## src/rtl/bcd_counter4.sv

```systemverilog
// Four-digit BCD up/down counter for the hex display data bus.
// Counts on clk_div ticks while running, or on debounced step-button
// presses while paused. A run button toggles between the two modes.

// Button conditioner: synchroniser, debouncer and rising-edge detector.
module bcd_btn_cond #(
    parameter int DEB_W = 16
) (
    input  logic clk,
    input  logic rst_n,
    input  logic btn,
    output logic press
);

    logic [1:0]       sync_ff;
    logic             level;
    logic             level_d;
    logic [DEB_W-1:0] deb_cnt;

    // Two-flop synchroniser brings the raw asynchronous button into the clk domain.
    always_ff @(posedge clk or negedge rst_n) begin
        if (!rst_n) begin
            sync_ff <= 2'b00;
        end else begin
            sync_ff <= {sync_ff[0], btn};
        end
    end

    // The debounced level only follows the input after it differs for 2**DEB_W cycles.
    always_ff @(posedge clk or negedge rst_n) begin
        if (!rst_n) begin
            deb_cnt <= '0;
            level   <= 1'b0;
        end else if (sync_ff[1] == level) begin
            deb_cnt <= '0;
        end else if (deb_cnt == '1) begin
            level   <= sync_ff[1];
            deb_cnt <= '0;
        end else begin
            deb_cnt <= deb_cnt + 1'b1;
        end
    end

    // Delayed copy of the debounced level for press detection.
    always_ff @(posedge clk or negedge rst_n) begin
        if (!rst_n) begin
            level_d <= 1'b0;
        end else begin
            level_d <= level;
        end
    end

    // A press is the single cycle where the debounced level has just risen.
    assign press = level & ~level_d;

endmodule

module bcd_counter4 #(
    parameter int DEB_W    = 16,
    parameter bit INIT_RUN = 1'b1
) (
    input  logic        clk,
    input  logic        rst_n,
    input  logic        tick,
    input  logic        btn_run,
    input  logic        btn_step,
    input  logic        dir,
    input  logic        clr,
    output logic [15:0] data,
    output logic        wrap,
    output logic        running
);

    typedef enum logic {
        PAUSE = 1'b0,
        RUN   = 1'b1
    } state_t;

    state_t      state;
    state_t      state_next;
    logic        run_press;
    logic        step_press;
    logic        step_en;
    logic [15:0] data_next;
    logic        carry_out;

    bcd_btn_cond #(.DEB_W(DEB_W)) u_run_btn (
        .clk   (clk),
        .rst_n (rst_n),
        .btn   (btn_run),
        .press (run_press)
    );

    bcd_btn_cond #(.DEB_W(DEB_W)) u_step_btn (
        .clk   (clk),
        .rst_n (rst_n),
        .btn   (btn_step),
        .press (step_press)
    );

    // Mode register; reset picks the mode selected by INIT_RUN.
    always_ff @(posedge clk or negedge rst_n) begin
        if (!rst_n) begin
            state <= INIT_RUN ? RUN : PAUSE;
        end else begin
            state <= state_next;
        end
    end

    // Run-button presses flip the mode; the step source follows the current mode.
    always_comb begin
        state_next = state;
        step_en    = 1'b0;
        if (run_press) begin
            state_next = (state == RUN) ? PAUSE : RUN;
        end
        if (state == RUN) begin
            step_en = tick;
        end else begin
            step_en = step_press;
        end
    end

    // Ripple the increment or decrement through the digits; the final carry is the wrap.
    always_comb begin
        logic [3:0] digit;
        logic       carry;
        data_next = data;
        carry     = 1'b1;
        digit     = 4'd0;
        for (int i = 0; i < 4; i++) begin
            digit = data[4*i +: 4];
            if (carry) begin
                if (dir) begin
                    if (digit == 4'd9) begin
                        digit = 4'd0;
                    end else begin
                        digit = digit + 4'd1;
                        carry = 1'b0;
                    end
                end else begin
                    if (digit == 4'd0) begin
                        digit = 4'd9;
                    end else begin
                        digit = digit - 4'd1;
                        carry = 1'b0;
                    end
                end
            end
            data_next[4*i +: 4] = digit;
        end
        carry_out = carry;
    end

    // Count register; clear beats any step, and wrap marks the cycle showing the wrapped value.
    always_ff @(posedge clk or negedge rst_n) begin
        if (!rst_n) begin
            data <= 16'h0000;
            wrap <= 1'b0;
        end else if (clr) begin
            data <= 16'h0000;
            wrap <= 1'b0;
        end else if (step_en) begin
            data <= data_next;
            wrap <= carry_out;
        end else begin
            wrap <= 1'b0;
        end
    end

    assign running = (state == RUN);

endmodule

```

## config.mk

```make
export PLATFORM = sky130hd
export DESIGN_NAME = bcd_counter4
export DESIGN_NICKNAME = d
export VERILOG_FILES = /design/src/rtl/bcd_counter4.sv
export SDC_FILE = /design/constraint.sdc
export NUM_CORES = 1
export LEC_CHECK = 0
export ABC_AREA = 0
export BUFFER_PORTS_ARGS = -buffer_cell sky130_fd_sc_hd__buf_2
export CAP_MARGIN = 20
export CELL_PAD_IN_SITES_DETAIL_PLACEMENT = 1
export CELL_PAD_IN_SITES_GLOBAL_PLACEMENT = 1
export CORE_ASPECT_RATIO = 0.5
export CORE_UTILIZATION = 52
export CTS_BUF_LIST = sky130_fd_sc_hd__clkbuf_8
export DETAILED_ROUTE_END_ITERATION = 7
export GPL_TIMING_DRIVEN = 0
export MAX_ROUTING_LAYER = met4
export PLACE_DENSITY = 0.95
export SLEW_MARGIN = 25
export SYNTH_ARGS = -nofsm -noshare
export SYNTH_HDL_FRONTEND = slang
export SYNTH_SLANG_ARGS = --single-unit
```

## constraint.sdc

```tcl
create_clock -name clk -period 6.7 [get_ports clk]
set_input_delay 1.34 -clock clk [delete_from_list [all_inputs] [get_ports clk]]
set_output_delay 1.34 -clock clk [all_outputs]
set_load 0.005 [all_outputs]
```

==> impl_summary.log, run 1 <==
INFO  metric status = completed
INFO  metric power.share.switching = 0.2472
INFO  metric postCtsSetupRepairBufs = 0
INFO  metric sequentialPowerShare = 0.452
INFO  metric floorplan.die.height = 59.76 µm
INFO  metric grt.overflow.total = 0
INFO  metric tritoncts_num_sinks = 58
INFO  metric first_global_vias = 3278
INFO  metric worst_r2r_startpoint = data[0]
INFO  metric syn-mean-instance-area = 9.480 µm²
INFO  metric final.min_clock_period = 2904 ps
INFO  metric synthDistinctLibCells = 61
INFO  metric worst_setup_path_end_kind = register
INFO  metric yosysWarnings = 0
INFO  metric postSynthRegisterBits = 58
INFO  metric setup.reg_to_reg.worst_slack = 4000 ps
INFO  metric timing_hold_violations_final = 0
INFO  metric critical_path_peak_fanout = 5
INFO  metric ctsHoldBuffers = 0
INFO  metric max-cap-violations = 0
INFO  metric globalRouteTotalUtil = 0.3509
INFO  metric dr_total_vias = 3127
INFO  metric core = 6256 µm²
INFO  metric detailedPlacementHpwl = 6.423 mm
INFO  metric r2r-end = data[4]
INFO  metric cts_tree = done
INFO  metric timing_max_transition_violations_final = 0
INFO  metric num-nets-final = 424
INFO  metric clk_pin_slew_worst_paths = 70 ps
INFO  metric combinationalPowerShare = 0.079
INFO  metric fp.dieArea = 7023 µm²
INFO  metric totalWireLength = 10.93 mm
INFO  metric fraction_of_synthesis_flops_using_an_asynchronous_set_or_reset_pin = 1.000
INFO  metric clk_root_buffer_cell = sky130_fd_sc_hd__clkbuf_8
INFO  metric worst_ep_arrival_time = 3160 ps
INFO  metric tightestPinTransition = 887.1 ps
INFO  metric clock_tree.buffer_depth = 2
INFO  metric drc = 0
INFO  metric post_synth_edffs = 0
INFO  metric p_int = 0.6028 mW
INFO  metric cellPowerDensity = 204.5 nW/µm²
INFO  metric netlist_top_cells_count = sky130_fd_sc_hd__dfrtp_1 (57), sky130_fd_sc_hd__nor2_1 (39), sky130_fd_sc_hd__nand2_1 (23)
INFO  metric cts_inserted_buffers = 9
INFO  metric ir_worst_vdd = 0.1282 mV
INFO  metric syn_inst_count = 366
INFO  metric relSlewSlack = 0.4086
INFO  metric crit_required = 6960 ps
INFO  metric yosysTopAreaCell = sky130_fd_sc_hd__dfrtp_1
INFO  metric report.final.setup_viol = 0
INFO  metric endpoint = data[4]
INFO  metric num_io_pins = 25
INFO  metric portBuffers = 23
INFO  metric grt_start_max_net_pins = 59
INFO  metric fp-row-count = 20
INFO  metric clock_skew = 12.71 ps
INFO  metric power_frac_clock = 0.469
INFO  metric fraction_of_final_layout_cells_with_drive_strength_greater_than_1 = 0.1436
INFO  metric drt-initial-drc-count = 258
INFO  metric netlist_top_cells_area = sky130_fd_sc_hd__dfrtp_1 (41%), sky130_fd_sc_hd__ha_1 (6.1%), sky130_fd_sc_hd__xnor2_1 (4.5%)
INFO  metric initial_antenna_violation_count = 0
INFO  metric post_cts_resized = 0
INFO  metric grt_pass1_wl = 17.84 mm
INFO  metric yosysSeqAreaShare = 0.4187
INFO  metric latest_clock_arrival_within_the_worst_skew_pair = 360 ps
INFO  metric hp-class = reg2reg
INFO  metric synth_fp_nets = 390
INFO  metric post_drt_wl_per_cell = 22.22 µm
INFO  metric num_antenna_cells = 0
INFO  metric via_per_inst = 6.356
INFO  metric postLayoutCoreUtil = 0.6260
INFO  metric critPathLaunch = dir
INFO  metric criticalPathCategory = in2reg
INFO  metric finalWeightedCongestion = 0.8970
INFO  metric post-route-period-util = 0.4334
INFO  metric area_delta_synth_final = 12.87%
INFO  metric timing.fmax = 0.3444 GHz
INFO  metric synth.most_common_cell = sky130_fd_sc_hd__dfrtp_1
INFO  metric rsz0062_at_grt = false
INFO  metric reg2regPathDepth = 6
INFO  metric die_w = 117.5 µm
INFO  metric initial_core_utilization = 0.5546
INFO  metric drt-pass1-iter-count = 5
INFO  metric fin_tns_setup = 0 ps
INFO  metric summed_instance_area_of_the_synthesized_netlist = 3470 µm²
INFO  metric power.static_leakage = 1.712 nW
INFO  metric post-synth-top-area-fraction = 0.4111
INFO  metric htreeDepth = 3
INFO  metric switchingPower = 0.1980 mW
INFO  metric synth_top_flop_cell = sky130_fd_sc_hd__dfrtp_1
INFO  metric route.antenna.remaining_nets = 0
INFO  metric start_kind = primary input
per-layer routing:
metal,wire [µm],global-route usage,vias up
li1,-,-,1391
met1,4627,0.4080,1565
met2,5293,0.5892,134
met3,668,0.09828,37
met4,342,0.1465,0
met5,0,-,-
area by class of cell:
cell class / instances / area, µm²
Fill cell: 721 / 2340
Multi-Input combinational cell: 272 / 1869
Buffer: 16 / 72.57
Inverter: 20 / 75.07
Timing Repair Buffer: 23 / 117.6
Clock buffer: 11 / 151.4
Clock inverter: 4 / 67.56
Tap cell: 88 / 110.1
Sequential cell: 58 / 1453
state kept, by name (all words and copies together) (netlist names):
signal and cells:
wrap 1, u_run_btn.deb_cnt 16, u_step_btn.sync_ff 2, u_run_btn.sync_ff 2, u_run_btn.level_d 1, u_step_btn.level 1, u_step_btn.deb_cnt 16, u_step_btn.level_d 1
data 16, u_run_btn.level 1, running 1
power by group through the flow:
| stage | sequential [mW] | clock [mW] | combinational [mW] |
|---|---|---|---|
| 2_1_floorplan | 0.367 | 0 | 0.0380 |
| 3_3_place_gp | 0.368 | 0 | 0.0565 |
| 3_5_place_dp | 0.368 | 0 | 0.0601 |
| 4_1_cts | 0.362 | 0.376 | 0.0625 |
| 5_1_grt | 0.362 | 0.394 | 0.0691 |
| 6_report | 0.362 | 0.376 | 0.0630 |
worst min path at each step:
stage | start | to | depth (start not counted)
2_1_floorplan | u_run_btn.sync_ff[0] | u_run_btn.sync_ff[1] | 0
3_3_place_gp | u_run_btn.sync_ff[0] | u_run_btn.sync_ff[1] | 0
3_5_place_dp | u_step_btn.sync_ff[0] | u_step_btn.sync_ff[1] | 0
4_1_cts | u_step_btn.sync_ff[0] | u_step_btn.sync_ff[1] | 0
5_1_grt | u_step_btn.sync_ff[0] | u_step_btn.sync_ff[1] | 0
6_report | u_step_btn.sync_ff[0] | u_step_btn.sync_ff[1] | 0
worst max-delay path, cell delays in order:
cell	delay, ps
sky130_fd_sc_hd__buf_2	140
sky130_fd_sc_hd__or3b_4	410
sky130_fd_sc_hd__a221oi_1	770
sky130_fd_sc_hd__nor2_1	210
sky130_fd_sc_hd__a22o_1	280
cells in the final DEF (no fill, tap or decap), drive strengths merged, types with 9 or more instances in the layout:
cell | synthesis | routed
a21oi | 14 | 14
nor2 | 39 | 39
nor3 | 9 | 9
clkbuf | 10 | 21
dfrtp | 57 | 57
xor2 | 11 | 11
ha | 17 | 17
xnor2 | 18 | 18
nand4 | 10 | 10
o21ai | 14 | 14
inv | 20 | 22
nand2 | 23 | 23
nand3 | 16 | 16
buf | 6 | 29
cell families (layout without fill, tap and decap cells):
group	count (synthesis)	after routing	share of synthesized area
flops	58	58	0.4187
compound gates	71	71	0.1439
simple gates	149	149	0.2384
mux	6	6	0.02200
buf+inv	36	74	0.04255
xor+xnor	29	29	0.07320
fa+ha+maj	17	17	0.06130
metrics by stage:
step                      cells  total power [mW]  hold slack [ps]  instance area, µm²  setup slack, ps
after floorplan             366            0.4051            331.2                3470             3909
after global placement      477            0.4241            333.6                3695             3608
after detailed placement    477            0.4283            336.3                3697             3522
after CTS                   492            0.8007            350.2                3916             3849
after global routing        492            0.8253            361.0                3916             3719
final                       492            0.8008            349.6                3916             3796
Note: power is estimated with default switching activity, not from simulation.
==> inputs of run 2 (changes only) <==
--- a/config.mk
+++ b/config.mk
@@ -5,18 +5,18 @@
 export SDC_FILE = /design/constraint.sdc
 export NUM_CORES = 1
 export LEC_CHECK = 0
-export ABC_AREA = 0
+export ABC_AREA = 1
 export BUFFER_PORTS_ARGS = -buffer_cell sky130_fd_sc_hd__buf_2
 export CAP_MARGIN = 20
 export CELL_PAD_IN_SITES_DETAIL_PLACEMENT = 1
 export CELL_PAD_IN_SITES_GLOBAL_PLACEMENT = 1
 export CORE_ASPECT_RATIO = 0.5
-export CORE_UTILIZATION = 52
+export CORE_UTILIZATION = 47
 export CTS_BUF_LIST = sky130_fd_sc_hd__clkbuf_8
 export DETAILED_ROUTE_END_ITERATION = 7
 export GPL_TIMING_DRIVEN = 0
 export MAX_ROUTING_LAYER = met4
-export PLACE_DENSITY = 0.95
+export PLACE_DENSITY = 0.93
 export SLEW_MARGIN = 25
 export SYNTH_ARGS = -nofsm -noshare
 export SYNTH_HDL_FRONTEND = slang
==> constraint.sdc (replaced) <==
create_clock -name clk -period 2.85 [get_ports clk]
set_input_delay 0.57 -clock clk [delete_from_list [all_inputs] [get_ports clk]]
set_output_delay 0.57 -clock clk [all_outputs]
set_load 0.005 [all_outputs]
==> run 2 against run 1 <==
Against the previous run: first-iteration DRC count down 44%; flip-flop and latch count stayed put; synthesized cell count up 32%; critical path depth rose by 6; power rose by 120%; design area up 4.2%; area after synthesis grew 5.0%; clock power up 110%; critical path type is now reg2reg; largest power group is now sequential cells.
==> impl_summary.log, run 2 <==
INFO  metric post_synth_edffs = 0
INFO  metric post-route-period-util = 0.6545
INFO  metric fin_tns_setup = 0 ps
INFO  metric floorplan.die.height = 64.27 µm
INFO  metric timing_max_transition_violations_final = 0
INFO  metric final_cell_mix = sky130_fd_sc_hd__nand2_1 (119), sky130_fd_sc_hd__nor2_1 (63), sky130_fd_sc_hd__dfrtp_1 (57)
INFO  metric timing_hold_violations_final = 0
INFO  metric netlist_top_cells_count = sky130_fd_sc_hd__nand2_1 (119), sky130_fd_sc_hd__nor2_1 (63), sky130_fd_sc_hd__dfrtp_1 (57)
INFO  metric tritoncts_num_sinks = 58
INFO  metric num_io_pins = 25
INFO  metric fraction_of_final_layout_cells_with_drive_strength_greater_than_1 = 0.1606
INFO  metric fp.dieArea = 8132 µm²
INFO  metric summed_instance_area_of_the_synthesized_netlist = 3645 µm²
INFO  metric setup.reg_to_reg.worst_slack = 980 ps
INFO  metric cts_inserted_buffers = 9
INFO  metric route.antenna.remaining_nets = 0
INFO  metric fraction_of_synthesis_flops_using_an_asynchronous_set_or_reset_pin = 1.000
INFO  metric latest_clock_arrival_within_the_worst_skew_pair = 360 ps
INFO  metric netlist_top_cells_area = sky130_fd_sc_hd__dfrtp_1 (39%), sky130_fd_sc_hd__nand2_1 (12%), sky130_fd_sc_hd__nand3_1 (7.6%)
INFO  metric clock_tree.buffer_depth = 2
INFO  metric r2r-end = data[13]
INFO  metric post_drt_wl_per_cell = 16.04 µm
INFO  metric fp-row-count = 22
INFO  metric synth.most_common_cell = sky130_fd_sc_hd__nand2_1
INFO  metric max-cap-violations = 0
INFO  metric hp-class = in2async
INFO  metric power.static_leakage = 2.075 nW
INFO  metric report.final.setup_viol = 0
INFO  metric globalRouteTotalUtil = 0.2790
INFO  metric ff_latch_area = 1453 µm²
INFO  metric post_cts_resized = 0
INFO  metric cellPowerDensity = 438.9 nW/µm²
INFO  metric critical_path_peak_fanout = 5
INFO  metric postCtsSetupRepairBufs = 0
INFO  metric grt.overflow.total = 0
INFO  metric drt-pass1-iter-count = 4
INFO  metric relSlewSlack = 0.4748
INFO  metric ctsHoldBuffers = 0
INFO  metric worst_ep_arrival_time = 2120 ps
INFO  metric reg2regPathDepth = 11
INFO  metric initial_core_utilization = 0.4922
INFO  metric synth_top_flop_cell = sky130_fd_sc_hd__dfrtp_1
INFO  metric post-synth-top-area-fraction = 0.3913
INFO  metric drt-initial-drc-count = 144
INFO  metric htreeDepth = 3
INFO  metric fill_cell_instance_count_of_the_final_layout = 970
INFO  metric num_antenna_cells = 0
INFO  metric ir_worst_vdd = 0.2500 mV
INFO  metric first_global_vias = 3622
INFO  metric rsz0062_at_grt = false
INFO  metric timing.fmax = 0.5361 GHz
INFO  metric final.min_clock_period = 1865 ps
INFO  metric crit_required = 3100 ps
INFO  metric clock_skew = 10.75 ps
INFO  metric worst_r2r_startpoint = data[0]
INFO  metric placed_cells = 603
INFO  metric grt_pass1_wl = 17.02 mm
INFO  metric totalWireLength = 9.927 mm
INFO  metric dr_total_vias = 3331
INFO  metric drc = 0
INFO  metric status = completed
INFO  metric criticalPathCategory = reg2reg
INFO  metric clk_root_buffer_cell = sky130_fd_sc_hd__clkbuf_8
INFO  metric num-nets-final = 542
INFO  metric die_w = 126.5 µm
INFO  metric start_kind = register
INFO  metric worst_setup_path_end_kind = register
INFO  metric yosysWarnings = 0
INFO  metric layout_commonest_cell = sky130_fd_sc_hd__nand2_1
INFO  metric area_delta_synth_final = 12.02%
INFO  metric portBuffers = 24
INFO  metric initial_antenna_violation_count = 0
INFO  metric yosysTopAreaCell = sky130_fd_sc_hd__dfrtp_1
INFO  metric multi_input_logic_area = 1908 µm²
INFO  metric via_per_inst = 5.381
INFO  metric postSynthRegisterBits = 58
INFO  metric final_cell_count_no_fill = 619
INFO  metric finalWeightedCongestion = 0.8361
INFO  metric cts_tree = done
INFO  metric detailedPlacementHpwl = 6.884 mm
INFO  metric core = 7405 µm²
INFO  metric tightestPinTransition = 787.7 ps
INFO  metric syn-mean-instance-area = 7.546 µm²
INFO  metric syn_inst_count = 483
INFO  metric largest_regs = data (16), u_run_btn.deb_cnt (16), u_step_btn.deb_cnt (16)
INFO  metric grt_start_max_net_pins = 59
INFO  metric clk_pin_slew_worst_paths = 70 ps
INFO  metric synthDistinctLibCells = 38
INFO  metric yosysSeqAreaShare = 0.3986
INFO  metric synth_fp_nets = 507
run 2: cell types whose count changed in the layout (fill, tap and decap cells not counted), sizes merged, moves of 8 or more:
cell	before	now
inv	22	60
clkbuf	21	12
xnor2	18	10
nor2	39	72
nand2	23	127
nand3	16	59
run 2: worst max-delay path, cell delays in order (launching register included):
cell	delay [ps]
sky130_fd_sc_hd__dfrtp_1	440
sky130_fd_sc_hd__inv_1	170
sky130_fd_sc_hd__ha_1	190
sky130_fd_sc_hd__inv_1	60
sky130_fd_sc_hd__nor2_1	160
sky130_fd_sc_hd__nand2_1	130
sky130_fd_sc_hd__nand2_2	110
sky130_fd_sc_hd__nand2_2	100
sky130_fd_sc_hd__nor2_2	140
sky130_fd_sc_hd__nand2_2	120
sky130_fd_sc_hd__nand3_1	100
sky130_fd_sc_hd__nand2_1	50
run 2: layout make-up:
cell class                 instances  area share
clock inverter                     6     0.01410
buffer                            10     0.01532
sequential                        58      0.3558
inverter                          59     0.05424
tap                               96     0.02942
multi-input combinational        356      0.4674
timing repair buffer              24     0.03003
clock buffer                      10     0.03371
run 2: how the worst max path moves through the flow:
stage | end | slack [ps] | start | cells past startpoint
6_report | data[13] | 980 | data[0] | 11
5_1_grt | data[12] | 880 | data[0] | 11
4_1_cts | data[12] | 1000 | data[0] | 11
3_5_place_dp | data[12] | 1100 | data[0] | 11
3_3_place_gp | u_run_btn.sync_ff[0] | 1090 | rst_n | 1
2_1_floorplan | data[15] | 1390 | data[0] | 11
run 2: through the flow:
step	power [mW]	util	hold WS (ps)	worst slack (ps)	cell area (µm²)
finish	1.792	0.5514	280.3	984.8	4083
global route	1.870	0.5514	300.8	880.6	4083
CTS	1.806	0.5514	304.0	997.6	4083
detailed placement	1.026	0.5250	337.9	1097	3887
global placement	1.017	0.5247	334.1	1090	3885
floorplan	0.9664	-	274.4	1387	3645
run 2: logic make-up (layout without fill, tap and decap cells):
family                     Yosys count  after routing  share of synthesized area
AOI/OAI and AO/OA                   36             36                    0.05527
xor gates and xnor gates            19             19                    0.04978
adders and majority gates           17             17                    0.05836
buffers and inverters               69            109                    0.07793
DFF                                 58             58                     0.3986
and+or+nand+nor                    284            284                     0.3601
run 2: where the power goes:
part / internal (mW) / total, mW / switching [mW]
Sequential: 0.839 / 0.859 / 0.0203
Combinational: 0.0519 / 0.157 / 0.105
Clock: 0.421 / 0.776 / 0.355
run 2: routing by layer:
metal	up-vias	wire length, µm	global-route usage
met2	66	5062	0.4938
met5	-	0	-
met3	23	302	0.06700
met4	0	266	0.1280
met1	1647	4295	0.3015
li1	1595	-	-
==> inputs of run 3 (changes only) <==
--- a/config.mk
+++ b/config.mk
@@ -5,18 +5,18 @@
 export SDC_FILE = /design/constraint.sdc
 export NUM_CORES = 1
 export LEC_CHECK = 0
-export ABC_AREA = 1
+export ABC_AREA = 0
 export BUFFER_PORTS_ARGS = -buffer_cell sky130_fd_sc_hd__buf_2
 export CAP_MARGIN = 20
 export CELL_PAD_IN_SITES_DETAIL_PLACEMENT = 1
 export CELL_PAD_IN_SITES_GLOBAL_PLACEMENT = 1
 export CORE_ASPECT_RATIO = 0.5
-export CORE_UTILIZATION = 47
+export CORE_UTILIZATION = 44
 export CTS_BUF_LIST = sky130_fd_sc_hd__clkbuf_8
 export DETAILED_ROUTE_END_ITERATION = 7
 export GPL_TIMING_DRIVEN = 0
 export MAX_ROUTING_LAYER = met4
-export PLACE_DENSITY = 0.93
+export PLACE_DENSITY = 0.88
 export SLEW_MARGIN = 25
 export SYNTH_ARGS = -nofsm -noshare
 export SYNTH_HDL_FRONTEND = slang
==> constraint.sdc (replaced) <==
create_clock -name clk -period 1.6 [get_ports clk]
set_input_delay 0.32 -clock clk [delete_from_list [all_inputs] [get_ports clk]]
set_output_delay 0.32 -clock clk [all_outputs]
set_load 0.005 [all_outputs]
==> run 3 against run 2 <==
Against the previous run: power is 97% higher; global-route usage grew 4.1 points; design area rose by 16%; wire length is 48% higher; critical endpoint is now data[11]; setup slack lost 1600 ps; highest routed layer unchanged; clock power increased by 110%; core utilization is 8.1 points higher; cell count shrank 9.4%; the run now ends with negative setup slack left; fmax fell by 16%.
==> impl_summary.log, run 3 (synthesis results as in run 1) <==
INFO  metric portBuffers = 23
INFO  metric power.static_leakage = 2.071 nW
INFO  metric fp.dieArea = 8266 µm²
INFO  metric htreeDepth = 3
INFO  metric start_kind = register
INFO  metric drt-initial-drc-count = 362
INFO  metric ctsHoldBuffers = 0
INFO  metric timing_hold_violations_final = 0
INFO  metric placement.cell_area = 3784 µm²
INFO  metric final.min_clock_period = 2224 ps
INFO  metric first_global_vias = 3737
INFO  metric relSlewSlack = 0.4528
INFO  metric ir_worst_vdd = 0.5045 mV
INFO  metric critPathMaxStageDelay = 450 ps
INFO  metric cts_tree = done
INFO  metric critical_path_peak_fanout = 10
INFO  metric worst-path-buf-inv = 1
INFO  metric fin_tns_setup = -8878 ps
INFO  metric drt-pass1-iter-count = 5
INFO  metric initial_core_utilization = 0.4634
INFO  metric clk_root_buffer_cell = sky130_fd_sc_hd__clkbuf_8
INFO  metric post-layout-total-power = 3.538 mW
INFO  metric rsz0062_at_grt = true
INFO  metric worst_hold_slack = 25.91 ps
INFO  metric initial_antenna_violation_count = 0
INFO  metric clock_skew = 19.73 ps
INFO  metric criticalPathCategory = reg2reg
INFO  metric worst_ep_arrival_time = 2480 ps
INFO  metric num_io_pins = 25
INFO  metric tritoncts_num_sinks = 58
INFO  metric clk_pin_slew_worst_paths = 90 ps
INFO  metric fraction_of_final_layout_cells_with_drive_strength_greater_than_1 = 0.4062
INFO  metric setup_slack = -623.8 ps
INFO  metric grt_start_max_net_pins = 59
INFO  metric die_w = 127.6 µm
INFO  metric detailedPlacementHpwl = 6.338 mm
INFO  metric largest_regs = data (16), u_run_btn.deb_cnt (16), u_step_btn.deb_cnt (16)
INFO  metric hp-class = in2async
INFO  metric area_delta_synth_final = 36.53%
INFO  metric totalWireLength = 14.71 mm
INFO  metric floorplan.die.height = 64.79 µm
INFO  metric final_cell_mix = sky130_fd_sc_hd__buf_4 (49), sky130_fd_sc_hd__dfrtp_1 (48), sky130_fd_sc_hd__nor2_1 (34)
INFO  metric fp-row-count = 22
INFO  metric final_cell_count_no_fill = 561
INFO  metric post_drt_wl_per_cell = 26.23 µm
INFO  metric cellPowerDensity = 746.8 nW/µm²
INFO  metric layout_commonest_cell = sky130_fd_sc_hd__buf_4
INFO  metric via_per_inst = 6.403
INFO  metric crit_path_cells = clkbuf_1 -> and4b_1 -> nor3_1 -> a21o_1 -> mux2_2
INFO  metric layout.cell_area.non_filler = 4737 µm²
INFO  metric clock_tree.buffer_depth = 2
INFO  metric finalWeightedCongestion = 0.8774
INFO  metric failed_checks = negative setup slack
INFO  metric postLayoutCoreUtil = 0.6327
INFO  metric crit_path_top_delay_cell = sky130_fd_sc_hd__clkbuf_1
INFO  metric post-route-period-util = 1.390
INFO  metric core = 7487 µm²
INFO  metric grt.overflow.total = 0
INFO  metric cts_inserted_buffers = 9
INFO  metric globalRouteTotalUtil = 0.3201
INFO  metric placed_cells = 497
INFO  metric critical-path-top-delay-family = simple AND/OR/NAND/NOR gates
INFO  metric crit_required = 1860 ps
INFO  metric num-nets-final = 472
INFO  metric grt_pass1_wl = 19.44 mm
INFO  metric latest_clock_arrival_within_the_worst_skew_pair = 380 ps
INFO  metric dp_worst_setup_slack = -743.1 ps
INFO  metric dr_total_vias = 3592
INFO  metric timing.fmax = 0.4497 GHz
INFO  metric report.final.setup_viol = 34
INFO  metric route.antenna.remaining_nets = 0
INFO  metric num_antenna_cells = 0
INFO  metric max-cap-violations = 0
INFO  metric drc = 0
INFO  metric tightestPinTransition = 820.9 ps
INFO  metric worst_setup_path_end_kind = register
INFO  metric status = complete, but fails checks
INFO  metric timing_max_transition_violations_final = 0
==> run 3: layout make-up <==
| cell class | instances | area [µm²] |
|---|---|---|
| tap | 108 | 135.1 |
| sequential | 58 | 1464 |
| inverter | 20 | 77.57 |
| clock buffer | 10 | 137.6 |
| timing repair buffer | 74 | 519.2 |
| fill | 819 | 2750 |
| clock inverter | 6 | 81.33 |
| buffer | 13 | 85.08 |
| multi-input combinational | 272 | 2237 |
==> run 3: timing repair <==
item	4_1_cts	5_1_grt
buffers inserted	31	20
pin swaps	15	23
resized for setup	41	53
setup endpoints to repair	42	45
gates cloned	1	0
==> run 3: worst register-to-register path: cells and delay by family (launching register included) <==
family	cells	cell delay, ps
simple gates	2	680
mux	1	350
flops	1	440
buf+inv	1	450
compound gates	1	210
==> run 3: final timing paths <==
kind	from	endpoint	slack [ps]	cells past startpoint
worst max register to register	data[6]	data[11]	-620	5
worst max-delay path	data[6]	data[11]	-620	5
max in group asynchronous	rst_n	data[12]	990	1
worst min register to register	u_run_btn.sync_ff[0]	u_run_btn.sync_ff[1]	350	0
min in group clk	btn_step	u_step_btn.sync_ff[0]	60	1
worst min-delay path	rst_n	u_step_btn.deb_cnt[2]	30	1
==> run 3: metal layers <==
metal | part of all wire | up-vias | track usage
li1 | - | 1487 | -
met1 | 0.40 | 1821 | 0.3476
met2 | 0.48 | 198 | 0.5676
met3 | 0.062 | 86 | 0.06689
met4 | 0.057 | 0 | 0.1618
met5 | 0 | - | -
==> run 3: report_power, final <==
group	leakage [nW]	switching (mW)	internal [mW]
Clock	0.113	0.731	0.909
Combinational	1.18	0.233	0.143
Sequential	0.776	0.0315	1.49
Total	2.07	0.995	2.54
